===== config.mk =====
export PLATFORM = sky130hd
export DESIGN_NAME = seg_scan_ctrl
export DESIGN_NICKNAME = d
export VERILOG_FILES = /design/src/rtl/seg_scan_ctrl.sv
export SDC_FILE = /design/constraint.sdc
export NUM_CORES = 1
export LEC_CHECK = 0
export CAP_MARGIN = 30
export CELL_PAD_IN_SITES_DETAIL_PLACEMENT = 0
export CELL_PAD_IN_SITES_GLOBAL_PLACEMENT = 2
export CORE_MARGIN = 3
export CORE_UTILIZATION = 40
export DETAILED_ROUTE_END_ITERATION = 6
export PLACE_DENSITY_LB_ADDON = 0.12
export SLEW_MARGIN = 20
export SYNTH_ARGS = -nofsm -noshare
export SYNTH_HDL_FRONTEND = slang
export SYNTH_SLANG_ARGS = --single-unit

===== constraint.sdc =====
create_clock -name clk_i -period 5.2 [get_ports clk_i]
set_clock_uncertainty 0.1 [all_clocks]
set_input_delay 1.04 -clock clk_i [delete_from_list [all_inputs] [get_ports clk_i]]
set_output_delay 1.04 -clock clk_i [all_outputs]
set_load 0.02 [all_outputs]

===== src/rtl/seg_scan_ctrl.sv =====
// Time-multiplexed scan controller for a common-anode 7-segment bank.
// Double-buffered display data is committed only at frame boundaries or while idle.
module seg_scan_ctrl #(
    parameter int NUM_DIGITS = 8,
    parameter int SCAN_DIV   = 50000,
    parameter int GAP_CYCLES = 8,
    localparam int DW        = $clog2(NUM_DIGITS)
) (
    input  logic                    clk_i,
    input  logic                    rst_n_i,
    input  logic                    en_i,
    input  logic                    load_i,
    input  logic [4*NUM_DIGITS-1:0] data_i,
    input  logic [NUM_DIGITS-1:0]   blank_i,
    input  logic [NUM_DIGITS-1:0]   dp_i,
    output logic [3:0]              code_o,
    output logic                    dp_o,
    output logic [NUM_DIGITS-1:0]   an_o,
    output logic [DW-1:0]           digit_o,
    output logic                    frame_o,
    output logic                    pending_o
);

    localparam int CNT_MAX = (SCAN_DIV > GAP_CYCLES) ? SCAN_DIV : GAP_CYCLES;
    localparam int CW      = $clog2(CNT_MAX + 1);

    localparam logic [CW-1:0] SHOW_LAST  = CW'(SCAN_DIV - 1);
    localparam logic [CW-1:0] GAP_LAST   = CW'((GAP_CYCLES > 0) ? GAP_CYCLES - 1 : 0);
    localparam logic [DW-1:0] DIGIT_LAST = DW'(NUM_DIGITS - 1);

    typedef enum logic [1:0] {
        S_IDLE,
        S_SHOW,
        S_GAP
    } state_e;

    state_e                  state_q, state_d;
    logic [DW-1:0]           digit_q, digit_d, digit_nxt;
    logic [CW-1:0]           cnt_q, cnt_d;
    logic [4*NUM_DIGITS-1:0] sh_data_q, sh_data_d, act_data_q, act_data_d;
    logic [NUM_DIGITS-1:0]   sh_blank_q, sh_blank_d, act_blank_q, act_blank_d;
    logic [NUM_DIGITS-1:0]   sh_dp_q, sh_dp_d, act_dp_q, act_dp_d;
    logic                    pending_q, pending_d;
    logic [3:0]              code_q, code_d;
    logic                    dp_q, dp_d;
    logic [NUM_DIGITS-1:0]   an_q, an_d;
    logic                    frame_q, frame_d;
    logic                    commit;

    always_comb begin
        // NOTE: every signal written here gets a default first, so no latch is inferred.
        state_d     = state_q;
        digit_d     = digit_q;
        cnt_d       = cnt_q;
        code_d      = code_q;
        dp_d        = dp_q;
        an_d        = '1;
        frame_d     = 1'b0;
        digit_nxt   = (digit_q == DIGIT_LAST) ? '0 : digit_q + 1'b1;

        // Commit on the edge that closes a frame, or at any edge while idle.
        commit      = pending_q && (frame_q || state_q == S_IDLE);
        act_data_d  = commit ? sh_data_q  : act_data_q;
        act_blank_d = commit ? sh_blank_q : act_blank_q;
        act_dp_d    = commit ? sh_dp_q    : act_dp_q;
        sh_data_d   = load_i ? data_i  : sh_data_q;
        sh_blank_d  = load_i ? blank_i : sh_blank_q;
        sh_dp_d     = load_i ? dp_i    : sh_dp_q;
        pending_d   = load_i || (pending_q && !commit);

        if (!en_i) begin
            state_d = S_IDLE;
            digit_d = '0;
            cnt_d   = '0;
        end else begin
            unique case (state_q)
                S_IDLE: begin
                    state_d = S_SHOW;
                    digit_d = '0;
                    cnt_d   = '0;
                end
                S_SHOW: begin
                    if (cnt_q == SHOW_LAST) begin
                        cnt_d = '0;
                        if (GAP_CYCLES > 0) begin
                            state_d = S_GAP;
                        end else begin
                            digit_d = digit_nxt;
                        end
                    end else begin
                        cnt_d = cnt_q + 1'b1;
                    end
                end
                S_GAP: begin
                    if (cnt_q == GAP_LAST) begin
                        state_d = S_SHOW;
                        digit_d = digit_nxt;
                        cnt_d   = '0;
                    end else begin
                        cnt_d = cnt_q + 1'b1;
                    end
                end
                default: begin
                    state_d = S_IDLE;
                    digit_d = '0;
                    cnt_d   = '0;
                end
            endcase
        end

        // Outputs are derived from the next state so they line up with it once registered.
        if (state_d == S_SHOW) begin
            code_d = act_data_d[4*digit_d +: 4];
            dp_d   = ~act_dp_d[digit_d];
            if (!act_blank_d[digit_d]) begin
                an_d[digit_d] = 1'b0;
            end
        end

        if (GAP_CYCLES > 0) begin
            frame_d = (state_d == S_GAP)  && (digit_d == DIGIT_LAST) && (cnt_d == GAP_LAST);
        end else begin
            frame_d = (state_d == S_SHOW) && (digit_d == DIGIT_LAST) && (cnt_d == SHOW_LAST);
        end
    end

    // NOTE: non-blocking assignments make every flop sample the pre-edge values.
    always_ff @(posedge clk_i or negedge rst_n_i) begin
        if (!rst_n_i) begin
            state_q     <= S_IDLE;
            digit_q     <= '0;
            cnt_q       <= '0;
            sh_data_q   <= '0;
            sh_blank_q  <= '0;
            sh_dp_q     <= '0;
            act_data_q  <= '0;
            act_blank_q <= '1;
            act_dp_q    <= '0;
            pending_q   <= 1'b0;
            code_q      <= '0;
            dp_q        <= 1'b1;
            an_q        <= '1;
            frame_q     <= 1'b0;
        end else begin
            state_q     <= state_d;
            digit_q     <= digit_d;
            cnt_q       <= cnt_d;
            sh_data_q   <= sh_data_d;
            sh_blank_q  <= sh_blank_d;
            sh_dp_q     <= sh_dp_d;
            act_data_q  <= act_data_d;
            act_blank_q <= act_blank_d;
            act_dp_q    <= act_dp_d;
            pending_q   <= pending_d;
            code_q      <= code_d;
            dp_q        <= dp_d;
            an_q        <= an_d;
            frame_q     <= frame_d;
        end
    end

    assign code_o    = code_q;
    assign dp_o      = dp_q;
    assign an_o      = an_q;
    assign digit_o   = digit_q;
    assign frame_o   = frame_q;
    assign pending_o = pending_q;

endmodule

==> results of run 1 <==
[worst max path at each step]
stage	cells past startpoint	slack [ps]	to	from
floorplan	8	2520	frame_o	cnt_q[0]
global placement	6	1580	frame_o	en_i
detailed placement	6	1430	frame_o	en_i
CTS	8	1720	frame_o	cnt_q[0]
global route	8	1640	an_o[6]	cnt_q[0]
finish	9	1900	code_o[2]	cnt_q[0]
[cells in the mapped netlist (2+ instances only)]
cell type	n	share of area
a22oi_1	2	0.0026
nand3b_1	2	0.0026
nand3_1	14	0.012
nor4_1	4	0.0043
a41oi_1	4	0.0060
and2_1	4	0.0043
buf_2	3	0.0026
o21ai_0	5	0.0043
and3_1	6	0.0064
a211oi_1	3	0.0039
dfrtp_1	115	0.49
inv_1	7	0.0045
mux2_2	99	0.19
ha_1	7	0.015
nor3_1	4	0.0034
a2bb2oi_1	4	0.0060
xnor2_1	10	0.015
clkbuf_1	8	0.0052
xor2_1	6	0.0090
nand2_1	14	0.0090
nor2_1	35	0.023
a21o_1	2	0.0026
nand4_1	2	0.0021
mux2i_1	12	0.021
dfstp_2	17	0.077
o211ai_1	3	0.0039
o21ai_1	2	0.0017
nand2b_1	3	0.0032
or3_1	4	0.0043
buf_1	5	0.0032
and4_1	2	0.0030
[placed cells by master (no fill, tap or decap), types with 3 or more instances in the layout]
cell,instances
a211oi_1,3
a2bb2oi_1,4
a41oi_1,4
and2_1,4
and3_1,6
clkbuf_1,5
clkbuf_16,17
clkdlybuf4s50_1,67
clkinv_2,3
clkinvlp_4,3
dfrtp_1,115
dfstp_2,17
ha_1,7
inv_1,7
mux2_2,99
mux2i_1,12
nand2_1,14
nand2b_1,3
nand3_1,14
nor2_1,35
nor3_1,4
nor4_1,4
o211ai_1,3
o21ai_0,4
or3_1,4
xnor2_1,10
xor2_1,6
[power by group]
group | leakage [nW] | internal, mW | switching (mW)
clock | 0.261 | 0.680 | 0.430
combinational | 1.18 | 0.407 | 0.363
sequential | 1.57 | 1.31 | 0.0868
total | 3.01 | 2.39 | 0.879
[routing by layer]
| metal | GRT usage | wire, µm |
|---|---|---|
| met1 | 0.222 | 5760 |
| met2 | 0.244 | 5560 |
| met3 | 0.0459 | 501 |
| met4 | 0.0719 | 248 |
| met5 | 0 | 0 |
[sequential cells by signal (all words and copies together) (netlist names), 8 cells and up]
register,count
sh_dp_q,8
sh_data_q,32
act_blank_q,8
act_data_q,32
act_dp_q,8
sh_blank_q,8
cnt_q,16
an_o,8
[cells by family (layout without fill, tap and decap cells)]
| kind of cell | after synthesis | count (layout) | share of synthesized area |
|---|---|---|---|
| AO/OA/AOI/OAI | 38 | 38 | 0.0569 |
| XOR/XNOR | 16 | 16 | 0.0240 |
| adder cells (fa/ha/maj) | 7 | 7 | 0.0150 |
| buffers and inverters | 26 | 114 | 0.0193 |
| flip-flops | 132 | 132 | 0.571 |
| multiplexers | 112 | 112 | 0.214 |
| AND/OR/NAND/NOR | 106 | 106 | 0.100 |
[worst max-delay path: cells and delay by family (launching register included)]
kind | cells | cell delay [ps]
flops | 1 | 410
mux | 1 | 250
simple gates | 2 | 680
buf+inv | 1 | 300
compound gates | 4 | 1190
fa+ha+maj | 1 | 250
[final cells by class]
class                   instances  share of cell area
clock buffers                  24              0.0647
clock inverters                 8              0.0105
inverters                       8             0.00412
multi-input cells             279               0.329
flip-flops and latches        132               0.456
well taps                     180              0.0309
repair buffers                 74               0.105
[per-stage QoR]
step | utilization | cell area (µm²) | hold WS (ps) | power (mW)
5_1_grt | 0.519 | 7290 | 354 | 3.45
3_3_place_gp | 0.477 | 6690 | 375 | 2.17
6_report | 0.519 | 7290 | 359 | 3.27
2_1_floorplan | - | 5830 | 364 | 1.93
3_5_place_dp | 0.478 | 6710 | 383 | 2.19
4_1_cts | 0.517 | 7260 | 395 | 3.32
==> impl_metrics.csv, run 1 <==
group,metric,value,unit
run_status,outcome,"completed",
sta,slew_violations,0,
synthesis,ys_async_sr_fraction,1.00,
grt,grt_pass1_vias,3946,
worst_setup_path,start_kind,"flop",
routing,drt_pass1_iterations,4,
grt,grt_max_degree,70,
job,max_cap_violations,0,
floorplan,core_region_area,14000,µm²
placed_design,routabilityCongestion,0.792,
finish,layoutNonFillerInstCount,705,
routing,drcViolationCount,0,
routing,drt-total-wl,12100,µm
placed_design,place_inst,671,
placed_design,post-place-ws,1430,ps
floorplan,fp.dieH,127,µm
sta,tns,0,ps
worst_setup_path,cpPeakStageDelay,410,ps
cts,clock_path_buffers,2,
worst_setup_path,cp_data_required_time,5410,ps
sta,period_share,0.634,
synthesis,synth_seq_cells,132,
power,ir_worst_vdd,0.000287,V
finish,ff_latch_area,3320,µm²
worst_setup_path,critPathKind,"reg2reg",
placed_design,dp_hpwl,8270,µm
worst_setup_path,rrSetupSlack,1900,ps
grt,grt_overflow,0,
worst_setup_path,r2r_cells,9,
routing,vias,3624,
finish,fin_nets,571,
synthesis,synth_cell_types,60,
routing,vias_per_cell,5.14,
sta,setup_viol,0,
grt,grt_usage,0.163,
sta,min_period,3300,ps
finish,multi_input_area,2400,µm²
synthesis,syn-num-nets,496,
power,power-per-cell-area,449,nW/µm²
sta,worst_pin_slew,682,ps
synthesis,yosysSeqAreaShare,0.571,
synthesis,ys_warn_count,0,
finish,area_growth,25.1,%
routing,initialDrtViolationCount,170,
cts,clkSinkCount,132,
finish,drive_above_1_share,0.314,
cts,cts_tree,"built",
power,leakagePower,3.01,nW
finish,antenna_cells,0,
worst_setup_path,cp_max_fo,16,
cts,clk_latency,420,ps
cts,htreeDepth,4,
placed_design,io_buffers,69,
grt,antenna_found_initial,0,
cts,numCtsBuffers,17,
synthesis,syn_inst,437,
worst_setup_path,cp_cell_sequence,"ha_1 -> nor4bb_1 -> nand4_2 -> a21o_1 -> a22oi_4 -> inv_2 -> mux2i_1 -> o21ai_1 -> o32a_1",
floorplan,fp-row-count,43,
min_path,holdCritPathClass,"in2async",
worst_setup_path,worstPathArrival,3500,ps
floorplan,die_w,127,µm
worst_setup_path,critPathSlowestCell,"dfrtp_1",
routing,wire_per_inst,17.1,µm
sta,rsz0062_at_grt,"no",
sta,setup_slack,1900,ps
sta,max_slew_margin,0.545,
cts,path_clk_slew,60,ps
cts,post-cts-setup-buffer-count,0,
synthesis,avgSynthCellArea,13.3,µm²
grt,grt_pass1_wl,20400,µm
routing,ant_nets,0,
cts,ctsResizeCount,0,
worst_setup_path,reg2reg_to,"code_o[2]",
cts,hold_buffers,0,
floorplan,ios,70,
cts,cts_root_buf,"clkbuf_16",
synthesis,synth-edff-count,0,
sta,hold_viol,0,
finish,nFillCells,1229,
synthesis,syn_area,5830,µm²
floorplan,dieArea,16100,µm²
sta,fmax,0.303,GHz
floorplan,start_util,0.415,
worst_setup_path,end_kind,"flop",
worst_setup_path,timing.rr.start,"cnt_q[0]",
synthesis,ys.flop_type,"dfrtp_1",
Note: power is estimated with default switching activity, not from simulation.
==> inputs of run 2 (changes only) <==
--- a/config.mk
+++ b/config.mk
@@ -9,7 +9,7 @@
 export CELL_PAD_IN_SITES_DETAIL_PLACEMENT = 0
 export CELL_PAD_IN_SITES_GLOBAL_PLACEMENT = 2
 export CORE_MARGIN = 3
-export CORE_UTILIZATION = 40
+export CORE_UTILIZATION = 39
 export DETAILED_ROUTE_END_ITERATION = 6
 export PLACE_DENSITY_LB_ADDON = 0.12
 export SLEW_MARGIN = 20
==> constraint.sdc (replaced) <==
create_clock -name clk_i -period 3.1 [get_ports clk_i]
set_clock_uncertainty 0.1 [all_clocks]
set_input_delay 0.62 -clock clk_i [delete_from_list [all_inputs] [get_ports clk_i]]
set_output_delay 0.62 -clock clk_i [all_outputs]
set_load 0.02 [all_outputs]
==> run 2 against run 1 <==
Net effect: non-clock buffer count is 12 higher; first-iteration DRC count stayed put; flip-flop and latch count stayed put; die area is 2.4% higher; routed wire length is 1.1% lower; register-to-register slack worse by 1700 ps.
==> impl_metrics.csv, run 2 (synthesized netlist as in run 1, its figures left out) <==
group,metric,value,unit
worst_setup_path,reg2reg_to,"code_o[3]",
run_status,outcome,"completed",
sta,tns,0,ps
sta,min_period,2860,ps
cts,hold_buffers,0,
worst_setup_path,cp_data_required_time,3330,ps
worst_setup_path,start_kind,"flop",
power,leakagePower,3.08,nW
worst_setup_path,cp_max_fo,12,
sta,fmax,0.350,GHz
job,max_cap_violations,0,
cts,cts_tree,"built",
sta,setup_viol,0,
cts,numCtsBuffers,17,
worst_setup_path,r2r_cells,9,
placed_design,io_buffers,69,
worst_setup_path,end_kind,"flop",
floorplan,core_region_area,14600,µm²
worst_setup_path,timing.rr.start,"cnt_q[0]",
placed_design,place_inst,687,
finish,area_growth,27.8,%
sta,slew_violations,0,
worst_setup_path,rrSetupSlack,240,ps
finish,antenna_cells,0,
power,power-per-cell-area,756,nW/µm²
worst_setup_path,critPathKind,"reg2reg",
routing,drt-total-wl,11900,µm
grt,antenna_found_initial,0,
placed_design,dp_hpwl,8410,µm
min_path,holdCritPathClass,"in2async",
finish,most-common-layout-cells,"dfrtp_1 (115), mux2_2 (99), clkdlybuf4s50_1 (67), nor2_1 (35), clkbuf_16 (19)",
cts,path_clk_slew,60,ps
routing,wire_per_inst,16.6,µm
power,ir_worst_vdd,0.000410,V
floorplan,start_util,0.399,
grt,grt_overflow,0,
sta,period_share,0.922,
cts,clock_path_buffers,2,
floorplan,dieArea,16400,µm²
finish,drive_above_1_share,0.343,
finish,layout_commonest_cell,"dfrtp_1",
grt,grt_usage,0.156,
grt,grt_pass1_vias,3694,
grt,grt_pass1_wl,19800,µm
cts,htreeDepth,4,
sta,hold_viol,0,
floorplan,fp-row-count,44,
routing,ant_nets,0,
floorplan,fp.dieH,128,µm
routing,vias_per_cell,5.07,
routing,drcViolationCount,0,
finish,fin_nets,583,
placed_design,routabilityCongestion,0.796,
sta,max_slew_margin,0.597,
cts,cts_root_buf,"clkbuf_16",
worst_setup_path,worstPathArrival,3090,ps
cts,clkSinkCount,132,
finish,nFillCells,1261,
finish,top_regs,"act_data_q: 32 flops, sh_data_q: 32 flops, cnt_q: 16 flops",
routing,drt_pass1_iterations,4,
finish,layoutNonFillerInstCount,721,
floorplan,die_w,128,µm
routing,initialDrtViolationCount,170,
floorplan,ios,70,
grt,grt_max_degree,65,
routing,vias,3656,
cts,clk_latency,410,ps
sta,worst_pin_slew,605,ps
-- run 2: changes by cell type in the layout (fill, tap and decap cells not counted), moves of 2 or more --
cell       change
buf_4         +14
clkbuf_1       -4
clkinv_4       +3
a211oi_1       -2
a211oi_2       +2
clkbuf_16      +2
clkbuf_8       -2
clkinv_2       -2
inv_6          +2
-- run 2: routing by layer --
layer	GRT usage	up-vias	part of all wire
met1	0.221	1830	0.48
met3	0.0488	7	0.045
met4	0.0412	0	0.0080
met5	0	-	0
li1	-	1747	-
met2	0.233	72	0.46
-- run 2: how the worst max path moves through the flow --
stage,from,endpoint,slack (ps)
2_1_floorplan,cnt_q[0],frame_o,420
3_3_place_gp,cnt_q[0],code_o[2],170
3_5_place_dp,cnt_q[0],code_o[2],70
4_1_cts,cnt_q[0],code_o[2],70
5_1_grt,cnt_q[0],code_o[0],-8
6_report,cnt_q[0],code_o[3],240
-- run 2: critical path: stages (launching register included) --
cell,delay [ps]
dfrtp_1,400
ha_1,240
nor4bb_2,380
nand4_2,230
a21o_1,330
a22oi_4,210
buf_4,240
nor2_1,70
or3_1,360
a41oi_1,210
-- run 2: layout make-up --
type,count,area (µm²),area share
repair buffers,86,836,0.112
inverters,8,32.5,0.00437
well taps,184,230,0.0309
multi-input cells,279,2420,0.326
clock buffers,20,479,0.0644
flip-flops and latches,132,3320,0.447
clock inverters,12,118,0.0158
-- run 2: stage by stage --
step / setup WS [ps] / power, mW / area [µm²] / hold slack, ps / utilization
finish: 242 / 5.63 / 7440 / 55.7 / 0.510
global route: -7.58 / 5.94 / 7440 / 74.4 / 0.510
CTS: 69.4 / 5.70 / 7400 / 61.6 / 0.507
detailed placement: 71.6 / 3.69 / 6810 / 382 / 0.467
global placement: 172 / 3.67 / 6810 / 375 / 0.467
floorplan: 416 / 3.23 / 5830 / 224 / -
-- run 2: power by group --
part	leakage (nW)	switching, mW	internal, mW
sequential	1.57	0.143	2.19
combinational	1.23	0.613	0.701
clock	0.280	0.770	1.21
-- run 2: repair_timing --
action                                  4_1_cts  5_1_grt
gates resized for setup                       0        6
endpoints found under the setup margin        0       14
setup buffers                                 0        2
